File: config.mk
export PLATFORM = sky130hd
export DESIGN_NAME = ray_march_ctrl_flat
export DESIGN_NICKNAME = d
export VERILOG_FILES = /design/src/rtl/maze_pkg.sv /design/src/rtl/ray_march_ctrl_if.sv /design/src/rtl/ray_probe_pipe.sv /design/src/rtl/ray_march_ctrl.sv /design/src/flat_wrapper.sv
export SDC_FILE = /design/constraint.sdc
export NUM_CORES = 1
export LEC_CHECK = 0
export ABC_AREA = 1
export CORE_MARGIN = 2
export CORE_UTILIZATION = 25
export DETAILED_ROUTE_END_ITERATION = 10
export PLACE_DENSITY_LB_ADDON = 0.1
export SLEW_MARGIN = 30
export SYNTH_ARGS = -nofsm -noshare
export SYNTH_HDL_FRONTEND = slang
export SYNTH_SLANG_ARGS = --single-unit
File: constraint.sdc
create_clock -name clk -period 1.9 [get_ports clk]
set_input_delay 0.475 -clock clk [delete_from_list [all_inputs] [get_ports clk]]
set_output_delay 0.475 -clock clk [all_outputs]
set_load 0.02 [all_outputs]
File: src/rtl/maze_pkg.sv
// Shared encodings for the ray-march controller: hit kinds, p sentinels, FSM states.
package maze_pkg;

    localparam logic [9:0] P_MAX = 10'd1023;
    localparam logic [9:0] P_SAT = 10'd1023;

    typedef enum logic [1:0] {
        HK_NONE = 2'd0,
        HK_WALL = 2'd1,
        HK_OOM  = 2'd2,
        HK_FC   = 2'd3
    } hit_kind_t;

    typedef enum logic [2:0] {
        ST_IDLE,
        ST_COARSE,
        ST_DRAIN_C,
        ST_FINE,
        ST_DRAIN_F,
        ST_DONE
    } state_t;

    // A saturated get_pos answer is flagged out-of-map but must never count as a hit.
    function automatic hit_kind_t classify(input logic oom, input logic sat,
                                           input logic fc, input logic wall);
        if (oom) return sat ? HK_NONE : HK_OOM;
        if (fc) return HK_FC;
        if (wall) return HK_WALL;
        return HK_NONE;
    endfunction

endpackage

File: src/rtl/ray_march_ctrl_if.sv
// Control, get_pos and wall-map signals of the ray-march controller bundled as one port.
interface ray_march_ctrl_if #(parameter int ADDR_W = 8);

    logic                start;
    logic                busy;
    logic                done;
    logic                hit;
    logic [1:0]          hit_kind;
    logic [9:0]          hit_p;
    logic [ADDR_W-1:0]   hit_cell;
    logic [18:0]         p_out;
    logic signed [11:0]  pos_x;
    logic signed [11:0]  pos_y;
    logic signed [11:0]  pos_z;
    logic [9:0]          pos_p;
    logic [ADDR_W-1:0]   map_addr;
    logic                map_wall;

    modport master (
        input  start, pos_x, pos_y, pos_z, pos_p, map_wall,
        output busy, done, hit, hit_kind, hit_p, hit_cell, p_out, map_addr
    );

    modport slave (
        output start, pos_x, pos_y, pos_z, pos_p, map_wall,
        input  busy, done, hit, hit_kind, hit_p, hit_cell, p_out, map_addr
    );

endinterface

File: src/rtl/ray_probe_pipe.sv
// Three-stage probe pipeline: align p with get_pos, compute cell/flags, meet the map read.
module ray_probe_pipe
    import maze_pkg::*;
#(
    parameter int CELL_SHIFT = 6,
    parameter int MAP_W      = 16,
    parameter int MAP_H      = 16,
    parameter int Z_MAX      = 64,
    parameter int ADDR_W     = 8
) (
    input  logic                clk,
    input  logic                rst_n,
    input  logic                flush,
    input  logic                issue_valid,
    input  logic [9:0]          issue_p,
    input  logic signed [11:0]  pos_x,
    input  logic signed [11:0]  pos_y,
    input  logic signed [11:0]  pos_z,
    input  logic [9:0]          pos_p,
    output logic [ADDR_W-1:0]   map_addr,
    output logic                s2_valid,
    output logic [9:0]          s2_p,
    output logic                s2_oom,
    output logic                s2_sat,
    output logic                s2_fc,
    output logic [ADDR_W-1:0]   s2_cell,
    output logic                any_valid
);

    localparam logic signed [11:0] MAP_W_S = 12'(MAP_W);
    localparam logic signed [11:0] MAP_H_S = 12'(MAP_H);
    localparam logic signed [11:0] Z_MAX_S = 12'(Z_MAX);

    logic signed [11:0] cx, cy;
    logic               oom_c, sat_c, fc_c;
    logic [ADDR_W-1:0]  addr_c;

    logic               s0_valid, s1_valid;
    logic [9:0]         s0_p, s1_p;
    logic               s1_oom, s1_sat, s1_fc;

    assign cx     = pos_x >>> CELL_SHIFT;
    assign cy     = pos_y >>> CELL_SHIFT;
    assign sat_c  = (pos_p == P_SAT);
    assign oom_c  = (pos_x < 0) || (pos_y < 0) || (cx >= MAP_W_S) || (cy >= MAP_H_S) || sat_c;
    assign fc_c   = (pos_z < 0) || (pos_z >= Z_MAX_S);
    assign addr_c = ADDR_W'(int'(cy) * MAP_W + int'(cx));

    // Flush only kills valids; tags and flags of dead entries are harmless.
    always_ff @(posedge clk) begin
        if (!rst_n) begin
            s0_valid <= 1'b0;
            s0_p     <= '0;
            s1_valid <= 1'b0;
            s1_p     <= '0;
            s1_oom   <= 1'b0;
            s1_sat   <= 1'b0;
            s1_fc    <= 1'b0;
            map_addr <= '0;
            s2_valid <= 1'b0;
            s2_p     <= '0;
            s2_oom   <= 1'b0;
            s2_sat   <= 1'b0;
            s2_fc    <= 1'b0;
            s2_cell  <= '0;
        end else begin
            s0_valid <= issue_valid && !flush;
            s0_p     <= issue_p;
            s1_valid <= s0_valid && !flush;
            s1_p     <= s0_p;
            s1_oom   <= oom_c;
            s1_sat   <= sat_c;
            s1_fc    <= fc_c;
            map_addr <= addr_c;
            s2_valid <= s1_valid && !flush;
            s2_p     <= s1_p;
            s2_oom   <= s1_oom;
            s2_sat   <= s1_sat;
            s2_fc    <= s1_fc;
            s2_cell  <= map_addr;
        end
    end

    assign any_valid = s0_valid || s1_valid || s2_valid;

endmodule

File: src/rtl/ray_march_ctrl.sv
// Coarse-then-fine search for the smallest step p whose probe hits a wall, map edge or floor/ceiling.
module ray_march_ctrl
    import maze_pkg::*;
#(
    parameter int COARSE_STEP = 8,
    parameter int CELL_SHIFT  = 6,
    parameter int MAP_W       = 16,
    parameter int MAP_H       = 16,
    parameter int Z_MAX       = 64,
    parameter int ADDR_W      = 8
) (
    input  logic           clk,
    input  logic           rst_n,
    ray_march_ctrl_if.master bus
);

    state_t             state;
    logic [10:0]        next_p;
    logic [9:0]         fine_end;
    logic               iss_valid;
    logic [9:0]         iss_p;
    hit_kind_t          pend_kind;
    logic [9:0]         pend_p;
    logic [ADDR_W-1:0]  pend_cell;

    logic               busy_r, done_r, hit_r;
    logic [1:0]         kind_r;
    logic [9:0]         hit_p_r;
    logic [ADDR_W-1:0]  cell_r;

    logic               s2_valid, s2_oom, s2_sat, s2_fc, pipe_any;
    logic [9:0]         s2_p;
    logic [ADDR_W-1:0]  s2_cell;
    hit_kind_t          s2_kind;
    logic               s2_hit;
    logic [10:0]        fine_start;
    logic               pipe_empty;

    ray_probe_pipe #(
        .CELL_SHIFT (CELL_SHIFT),
        .MAP_W      (MAP_W),
        .MAP_H      (MAP_H),
        .Z_MAX      (Z_MAX),
        .ADDR_W     (ADDR_W)
    ) u_pipe (
        .clk         (clk),
        .rst_n       (rst_n),
        .flush       (s2_hit),
        .issue_valid (iss_valid),
        .issue_p     (iss_p),
        .pos_x       (bus.pos_x),
        .pos_y       (bus.pos_y),
        .pos_z       (bus.pos_z),
        .pos_p       (bus.pos_p),
        .map_addr    (bus.map_addr),
        .s2_valid    (s2_valid),
        .s2_p        (s2_p),
        .s2_oom      (s2_oom),
        .s2_sat      (s2_sat),
        .s2_fc       (s2_fc),
        .s2_cell     (s2_cell),
        .any_valid   (pipe_any)
    );

    assign s2_kind    = classify(s2_oom, s2_sat, s2_fc, bus.map_wall);
    assign s2_hit     = s2_valid && (s2_kind != HK_NONE);
    assign pipe_empty = !iss_valid && !pipe_any;
    // Fine window is (ph-COARSE_STEP, ph], clamped at zero.
    assign fine_start = ({1'b0, s2_p} + 11'd1 > 11'(COARSE_STEP))
                        ? ({1'b0, s2_p} + 11'd1 - 11'(COARSE_STEP)) : 11'd0;

    always_ff @(posedge clk) begin
        if (!rst_n) begin
            state     <= ST_IDLE;
            next_p    <= '0;
            fine_end  <= '0;
            iss_valid <= 1'b0;
            iss_p     <= '0;
            pend_kind <= HK_NONE;
            pend_p    <= '0;
            pend_cell <= '0;
            busy_r    <= 1'b0;
            done_r    <= 1'b0;
            hit_r     <= 1'b0;
            kind_r    <= '0;
            hit_p_r   <= '0;
            cell_r    <= '0;
        end else begin
            done_r    <= 1'b0;
            iss_valid <= 1'b0;
            case (state)
                ST_IDLE: begin
                    if (bus.start) begin
                        state  <= ST_COARSE;
                        next_p <= '0;
                        busy_r <= 1'b1;
                    end
                end
                ST_COARSE, ST_DRAIN_C: begin
                    if (s2_hit) begin
                        state    <= ST_FINE;
                        next_p   <= fine_start;
                        fine_end <= s2_p;
                    end else if (state == ST_COARSE) begin
                        iss_p     <= next_p[9:0];
                        iss_valid <= 1'b1;
                        next_p    <= next_p + 11'(COARSE_STEP);
                        if (next_p + 11'(COARSE_STEP) > {1'b0, P_MAX})
                            state <= ST_DRAIN_C;
                    end else if (pipe_empty) begin
                        state     <= ST_DONE;
                        pend_kind <= HK_NONE;
                        pend_p    <= P_MAX;
                        pend_cell <= '0;
                    end
                end
                ST_FINE, ST_DRAIN_F: begin
                    if (s2_hit) begin
                        state     <= ST_DONE;
                        pend_kind <= s2_kind;
                        pend_p    <= s2_p;
                        pend_cell <= (s2_kind == HK_WALL) ? s2_cell : '0;
                    end else if (state == ST_FINE) begin
                        iss_p     <= next_p[9:0];
                        iss_valid <= 1'b1;
                        next_p    <= next_p + 11'd1;
                        if (next_p[9:0] == fine_end)
                            state <= ST_DRAIN_F;
                    end else if (pipe_empty) begin
                        state     <= ST_DONE;
                        pend_kind <= HK_NONE;
                        pend_p    <= P_MAX;
                        pend_cell <= '0;
                    end
                end
                ST_DONE: begin
                    state   <= ST_IDLE;
                    busy_r  <= 1'b0;
                    done_r  <= 1'b1;
                    hit_r   <= (pend_kind != HK_NONE);
                    kind_r  <= pend_kind;
                    hit_p_r <= pend_p;
                    cell_r  <= pend_cell;
                end
                default: state <= ST_IDLE;
            endcase
        end
    end

    assign bus.p_out    = {9'd0, iss_p};
    assign bus.busy     = busy_r;
    assign bus.done     = done_r;
    assign bus.hit      = hit_r;
    assign bus.hit_kind = kind_r;
    assign bus.hit_p    = hit_p_r;
    assign bus.hit_cell = cell_r;

endmodule

File: src/flat_wrapper.sv
// flat-port wrapper written by rule: the top's interface ports become plain ports
module ray_march_ctrl_flat import maze_pkg::*;
#(
    parameter int COARSE_STEP = 8,
    parameter int CELL_SHIFT  = 6,
    parameter int MAP_W       = 16,
    parameter int MAP_H       = 16,
    parameter int Z_MAX       = 64,
    parameter int ADDR_W      = 8
)
  (clk, rst_n, bus_start, bus_pos_x, bus_pos_y, bus_pos_z, bus_pos_p, bus_map_wall, bus_busy, bus_done, bus_hit, bus_hit_kind, bus_hit_p, bus_hit_cell, bus_p_out, bus_map_addr);
  ray_march_ctrl_if #(.ADDR_W(ADDR_W)) bus_i ();
  input  logic clk;
  input  logic rst_n;
  input wire logic [$bits(bus_i.start)-1:0] bus_start;
  input wire logic [$bits(bus_i.pos_x)-1:0] bus_pos_x;
  input wire logic [$bits(bus_i.pos_y)-1:0] bus_pos_y;
  input wire logic [$bits(bus_i.pos_z)-1:0] bus_pos_z;
  input wire logic [$bits(bus_i.pos_p)-1:0] bus_pos_p;
  input wire logic [$bits(bus_i.map_wall)-1:0] bus_map_wall;
  output wire logic [$bits(bus_i.busy)-1:0] bus_busy;
  output wire logic [$bits(bus_i.done)-1:0] bus_done;
  output wire logic [$bits(bus_i.hit)-1:0] bus_hit;
  output wire logic [$bits(bus_i.hit_kind)-1:0] bus_hit_kind;
  output wire logic [$bits(bus_i.hit_p)-1:0] bus_hit_p;
  output wire logic [$bits(bus_i.hit_cell)-1:0] bus_hit_cell;
  output wire logic [$bits(bus_i.p_out)-1:0] bus_p_out;
  output wire logic [$bits(bus_i.map_addr)-1:0] bus_map_addr;
  assign bus_i.start = bus_start;
  assign bus_i.pos_x = bus_pos_x;
  assign bus_i.pos_y = bus_pos_y;
  assign bus_i.pos_z = bus_pos_z;
  assign bus_i.pos_p = bus_pos_p;
  assign bus_i.map_wall = bus_map_wall;
  assign bus_busy = bus_i.busy;
  assign bus_done = bus_i.done;
  assign bus_hit = bus_i.hit;
  assign bus_hit_kind = bus_i.hit_kind;
  assign bus_hit_p = bus_i.hit_p;
  assign bus_hit_cell = bus_i.hit_cell;
  assign bus_p_out = bus_i.p_out;
  assign bus_map_addr = bus_i.map_addr;
  ray_march_ctrl #(.COARSE_STEP(COARSE_STEP), .CELL_SHIFT(CELL_SHIFT), .MAP_W(MAP_W), .MAP_H(MAP_H), .Z_MAX(Z_MAX), .ADDR_W(ADDR_W)) u_core (.clk(clk), .rst_n(rst_n), .bus(bus_i));
endmodule
==> metrics.txt <==
# TYPE chip_impl_metric gauge
chip_impl_metric{name="vias_in_the_first_global_route",unit=""} 4965
chip_impl_metric{name="dp_hpwl",unit="um"} 11400
chip_impl_metric{name="seq_area",unit="um^2"} 2680
chip_impl_metric{name="distinct_cells_synth",unit=""} 51
chip_impl_metric{name="clk_path_buf_depth",unit=""} 2
chip_impl_info{name="final_cell_mix",value="sky130_fd_sc_hd__nand2_1 (153), sky130_fd_sc_hd__dfxtp_1 (126), sky130_fd_sc_hd__inv_1 (93)"} 1
chip_impl_metric{name="post_synth_inst_count",unit=""} 749
chip_impl_metric{name="drc",unit=""} 0
chip_impl_metric{name="number_of_inserted_diodes",unit=""} 0
chip_impl_info{name="worst_hold_path_type",value="reg2reg"} 1
chip_impl_info{name="crit-reg2reg-capture",value="u_core.next_p[6]"} 1
chip_impl_metric{name="cts_sinks",unit=""} 133
chip_impl_metric{name="core_area",unit="um^2"} 22600
chip_impl_metric{name="netlist.area_leader.share",unit="%"} 46.5
chip_impl_metric{name="port_buffers",unit=""} 72
chip_impl_metric{name="numPlacedInstances",unit=""} 1131
chip_impl_metric{name="pin_count",unit=""} 100
chip_impl_metric{name="min_delay_path_depth",unit=""} 2
chip_impl_metric{name="final.hold.worst_slack",unit="ns"} 0.407
chip_impl_info{name="rsz0062_at_grt",value="yes"} 1
chip_impl_metric{name="timing.final.crit_period",unit="ns"} 1.84
chip_impl_metric{name="grt_antenna_before_repair",unit=""} 0
chip_impl_metric{name="die_y",unit="um"} 155
chip_impl_metric{name="finish.cell_count_without_fillers",unit=""} 1167
chip_impl_metric{name="clock_tree.htree_level_count",unit=""} 4
chip_impl_metric{name="globalplace.congestion",unit=""} 0.843
chip_impl_metric{name="core.rowCount",unit=""} 55
chip_impl_metric{name="synth_enable_flop_cells",unit=""} 0
chip_impl_info{name="post-synth-top-area-cell",value="sky130_fd_sc_hd__dfxtp_1"} 1
chip_impl_info{name="layout_commonest_cell",value="sky130_fd_sc_hd__nand2_1"} 1
chip_impl_info{name="hold-path-endpoint",value="u_core.u_pipe.s2_p[1]"} 1
chip_impl_metric{name="via_count",unit=""} 5025
chip_impl_metric{name="max_clock_freq",unit="GHz"} 0.543
chip_impl_metric{name="critPathMaxFanout",unit=""} 2
chip_impl_info{name="worstReg2RegStart",value="u_core.u_pipe.s2_p[1]"} 1
chip_impl_metric{name="drt_first_pass_iters",unit=""} 5
chip_impl_metric{name="synth-seq-area-share",unit="%"} 46.5
chip_impl_info{name="run_status",value="finished clean"} 1
chip_impl_info{name="worst_setup_path_end_kind",value="output port"} 1
chip_impl_metric{name="multi_input_area",unit="um^2"} 2600
chip_impl_metric{name="synthToLayoutAreaGrowth",unit="%"} 36.8
chip_impl_metric{name="power.density_cell_area",unit="nW/um^2"} 890
chip_impl_metric{name="die_width",unit="um"} 155
chip_impl_metric{name="fin_setup_tns",unit="ns"} 0
chip_impl_metric{name="p_leak",unit="uW"} 0.00389
chip_impl_info{name="crit_slowest_cell",value="sky130_fd_sc_hd__clkdlybuf4s50_1"} 1
chip_impl_metric{name="clkTransAtPathRegs",unit="ns"} 0.06
chip_impl_metric{name="finalCritPeriodShare",unit="%"} 96.9
chip_impl_info{name="timing.hold.worst.start",value="u_core.u_pipe.s1_p[1]"} 1
chip_impl_info{name="startpoint_type",value="flip-flop"} 1
chip_impl_metric{name="ant_nets",unit=""} 0
chip_impl_info{name="netlist_top_cells_area",value="sky130_fd_sc_hd__dfxtp_1 (46%), sky130_fd_sc_hd__nand2_1 (10%), sky130_fd_sc_hd__inv_1 (6.4%)"} 1
chip_impl_metric{name="worstPathRequired",unit="ns"} 1.42
chip_impl_info{name="primary_ff_master_synth",value="sky130_fd_sc_hd__dfxtp_1"} 1
chip_impl_metric{name="tritoncts_buffer_count",unit=""} 17
chip_impl_metric{name="worstSkewPairLatency",unit="ns"} 0.42
chip_impl_metric{name="netlist_area_before_placement",unit="um^2"} 5730
chip_impl_metric{name="worstMarginPinSlew",unit="ns"} 0.681
chip_impl_metric{name="layout-drive-gt1-share",unit="%"} 18.9
chip_impl_metric{name="worst-path-buf-inv",unit=""} 1
chip_impl_metric{name="cpPeakStageDelay",unit="ns"} 0.61
chip_impl_metric{name="routed_wirelength",unit="um"} 15300
chip_impl_info{name="criticalPathCategory",value="reg2out"} 1
chip_impl_metric{name="fp.dieArea",unit="um^2"} 24100
chip_impl_metric{name="peakVddDrop",unit="V"} 0.000540
chip_impl_metric{name="final_net_count",unit=""} 927
chip_impl_metric{name="finalSetupViolations",unit=""} 0
chip_impl_metric{name="drt-initial-drc-count",unit=""} 294
chip_impl_metric{name="grt_max_degree",unit=""} 65
chip_impl_metric{name="syn-mean-instance-area",unit="um^2"} 7.65
chip_impl_metric{name="reg2reg_depth",unit=""} 12
chip_impl_info{name="cell_at_the_root_of_the_clock_tree",value="sky130_fd_sc_hd__clkbuf_16"} 1
chip_impl_metric{name="total_power",unit="uW"} 6980
chip_impl_metric{name="post_route_skew",unit="ns"} 0.00523
chip_impl_metric{name="floorplan.initialDensity",unit="%"} 25.4
chip_impl_metric{name="ys_warn_count",unit=""} 0
chip_impl_metric{name="detail_route.vias_per_cell",unit=""} 4.31
chip_impl_metric{name="slew-limit-headroom",unit="%"} 54.6
chip_impl_metric{name="critPathArrivalTime",unit="ns"} 1.37
chip_impl_metric{name="routed_wire_length_per_instance",unit="um"} 13.1
chip_impl_metric{name="cap_viol_max_count",unit=""} 0
chip_impl_info{name="tritoncts_clock_tree",value="done"} 1
chip_impl_info{name="cp_top_family",value="buffers and inverters"} 1
chip_impl_metric{name="grt.overflow.total",unit=""} 0
chip_impl_metric{name="fill_cells",unit=""} 2346
chip_impl_metric{name="synthArstFlopShare",unit="%"} 0
chip_impl_metric{name="grt.total_usage",unit="%"} 13.3
chip_impl_metric{name="reg2reg_setup_slack",unit="ns"} 0.09
chip_impl_metric{name="max_slew_violation_count",unit=""} 0
chip_impl_metric{name="hold_violations",unit=""} 0
chip_impl_info{name="worstPathCellList",value="clkdlybuf4s50_1"} 1
chip_impl_metric{name="synth.ff_latch_count",unit=""} 133
chip_impl_metric{name="grt_first_pass_wirelength",unit="um"} 25400
-- cells in the mapped netlist (all sizes together), types with 8 or more instances --
master	count
o22ai	11
nor2	89
nand2	171
inv	107
o21ai	62
a21oi	47
nand4	9
dfxtp	133
clkbuf	17
nand3	26
xnor2	8
buf	18
-- worst max path at each step --
stage	cells past startpoint	to	from	slack [ns]
3_5_place_dp	9	u_core.next_p[3]	bus_map_wall	-0.27
2_1_floorplan	12	u_core.next_p[2]	u_core.u_pipe.s2_p[0]	0.15
6_report	1	bus_p_out[9]	u_core.iss_p[9]	0.06
5_1_grt	12	u_core.next_p[6]	u_core.u_pipe.s2_p[1]	-0.04
4_1_cts	1	bus_hit_cell[5]	u_core.bus.hit_cell[5]	0.001
3_3_place_gp	12	u_core.next_p[9]	bus_map_wall	-0.26
-- cells by family after synthesis --
group | synth area share [%]
AO/OA/AOI/OAI | 14.3
buffers and inverters | 10.5
adder cells (fa/ha/maj) | 1.88
flip-flops | 46.5
AND/OR/NAND/NOR | 24.7
XOR/XNOR | 2.14
other | 0.0654
-- layer usage --
metal	GRT usage (%)	share of wire, %	vias up
met3	2.95	3.8	22
met5	0	0	-
met4	5.24	1.9	0
met2	20.1	44	106
met1	18.5	51	2286
li1	-	-	2611
-- cell type report --
| class | count | area share [%] |
|---|---|---|
| clock inverters | 15 | 1.72 |
| flip-flops and latches | 133 | 34.1 |
| clock buffers | 17 | 5.43 |
| repair buffers | 128 | 15.7 |
| well taps | 285 | 4.55 |
| multi-input cells | 480 | 33.2 |
| inverters | 109 | 5.35 |
-- repair_timing --
action,CTS,global route
setup buffers,0,4
pin swaps,3,15
resized for setup,4,52
hold buffers,0,0
setup endpoints to repair,9,36
-- worst register-to-register path, cell delays in order, from the launching register on --
cell and delay [ns]:
sky130_fd_sc_hd__dfxtp_4 0.36, sky130_fd_sc_hd__ha_4 0.17, sky130_fd_sc_hd__buf_4 0.14, sky130_fd_sc_hd__nand3_1 0.07, sky130_fd_sc_hd__nand2_1 0.06, sky130_fd_sc_hd__nand2_2 0.09
sky130_fd_sc_hd__nand3_2 0.11, sky130_fd_sc_hd__nor2_4 0.12, sky130_fd_sc_hd__nand4_4 0.13, sky130_fd_sc_hd__nand2_4 0.14, sky130_fd_sc_hd__nor2_1 0.07, sky130_fd_sc_hd__o21ai_1 0.14
sky130_fd_sc_hd__a21oi_1 0.08
-- power by group --
part / switching (uW) / leakage (uW) / total [uW] / internal [uW]
combinational: 495 / 0.00253 / 867 / 372
clock: 1380 / 0.000272 / 3110 / 1720
sequential: 77.2 / 0.00109 / 3000 / 2930
total: 1960 / 0.00389 / 6980 / 5020
-- through the flow --
| stage | utilization (%) | setup WS [ns] | area, um^2 |
|---|---|---|---|
| 2_1_floorplan | - | 0.149 | 5760 |
| 3_3_place_gp | 31.4 | -0.256 | 7100 |
| 3_5_place_dp | 31.4 | -0.270 | 7100 |
| 4_1_cts | 33.9 | 0.00132 | 7660 |
| 5_1_grt | 34.7 | -0.0429 | 7840 |
| 6_report | 34.7 | 0.0593 | 7840 |
-- sequential cells by signal, summed over array words and instances, names as in the netlist, 10 cells and up --
register / count
u_core.next_p: 11
u_core.bus.hit_p: 10
u_core.fine_end: 10
u_core.iss_p: 10
u_core.pend_p: 10
u_core.u_pipe.s0_p: 10
u_core.u_pipe.s1_p: 10
u_core.u_pipe.s2_p: 10
(Power assumes the default switching activity.)
==> RTL change, RTL diff (same flow settings) <==
The package constant `P_MAX` goes from 10'd1023 to 10'd511.
--- a/src/rtl/maze_pkg.sv
+++ b/src/rtl/maze_pkg.sv
@@ -2,5 +2,5 @@
 package maze_pkg;
 
-    localparam logic [9:0] P_MAX = 10'd1023;
+    localparam logic [9:0] P_MAX = 10'd511;
     localparam logic [9:0] P_SAT = 10'd1023;
 
Behaviour: no difference found for any inputs over 4 cycles, from zero or initial values and one cycle with rst_n low; that may be too few to reach the edited logic, so the function may still have changed.
==> RTL change against the unedited design <==
Wire length rose by 2.8%. Final area rose by 3.5%. Critical endpoint is now u_core.next_p[5]. Count of clock-buffer cells in the layout rose by 3. Sequential share of layout area fell by 1.1 points. Final cell count rose by 4.3%. Hold slack improved by 0.0034 ns. Power rose by 0.29%. Worst setup slack got worse by 0.033 ns. Register-to-register slack got worse by 0.06 ns. Highest routed layer unchanged. Sequential cell count did not move. First-iteration DRC count fell by 23%. Sequential power fell by 2%. Area after synthesis barely moved. Fmax fell by 1.8%.
==> RTL change: results (changes against the unedited design) <==
- Status: complete, no violations (unchanged)
- Fraction of layout instances using a drive strength above 1: 20.7% (was 18.9%)
- Final Skew: 0.00950 ns (was 0.00523 ns)
- Vias: 5,098 (was 5,025)
- Register area share after synthesis: 46.5% (about the same)
- Synth Area in XOR/XNOR: 1.83% (was 2.14%)
- Worst-path fanout max: 6 (was 2)
- Largest net degree at the start of global routing: 42 (was 65)
- GRT Util Overall: 13.5% (was 13.3%)
- CP top delay family: simple AND/OR/NAND/NOR gates (was buffers and inverters)
- Hold Path End: u_core.u_pipe.s1_p[3] (was u_core.u_pipe.s2_p[1])
- Post-Synth Adder-Cell Area: 1.88% (about the same)
- Synth Instances: 785 (was 749)
- Slowest cell on the critical path: dfxtp_2 (was clkdlybuf4s50_1)
- P_clk: 0.00336 W (was 0.00311 W)
- Met1 WL: 8270 µm (was 7780 µm)
- Drt total wl: 15,800 µm (was 15,300 µm)
- Worst R2R Path Depth: 13 (was 12)
- Peak supply drop: 0.000547 V (was 0.000540 V)
- Dpl hpwl: 11,700 µm (was 11,400 µm)
- CP max stage delay: 0.36 ns (was 0.61 ns)
- Worst flop-to-flop path endpoint: u_core.next_p[5] (was u_core.next_p[6])
- Final nets: 977 (was 927)
- Metal3 WL: 671 µm (was 589 µm)
- Placer Congestion: 0.824 (was 0.843)
- DP Worst Slack: -0.380 ns (was -0.270 ns)
- Post-DP Area: 7180 µm² (was 7100 µm²)
## RTL change: changes by cell type after synthesis, moves of 4 or more
cell / change
nand2_1: +25
xor2_1: +6
xnor2_1: -8
a21oi_1: +4
o21ai_2: -4
nand3_1: +14
inv_1: +13
nand2_2: -5
## RTL change: layout make-up
| type | count | area [µm²] |
|---|---|---|
| Tap cell | 285 | 357 |
| Clock inverter | 12 | 144 |
| Multi-Input combinational cell | 501 | 2720 |
| Sequential cell | 133 | 2680 |
| Inverter | 122 | 465 |
| Clock buffer | 20 | 457 |
| Fill cell | 2442 | 14500 |
| Timing Repair Buffer | 144 | 1290 |
## RTL change: repair_timing
| item | 4_1_cts | 5_1_grt |
|---|---|---|
| gates cloned | 0 | 1 |
| endpoints found under the setup margin | 14 | 26 |
| buffers inserted | 0 | 5 |
| gates resized for setup | 6 | 75 |
| pin swaps | 2 | 23 |
| hold buffers | 0 | 0 |
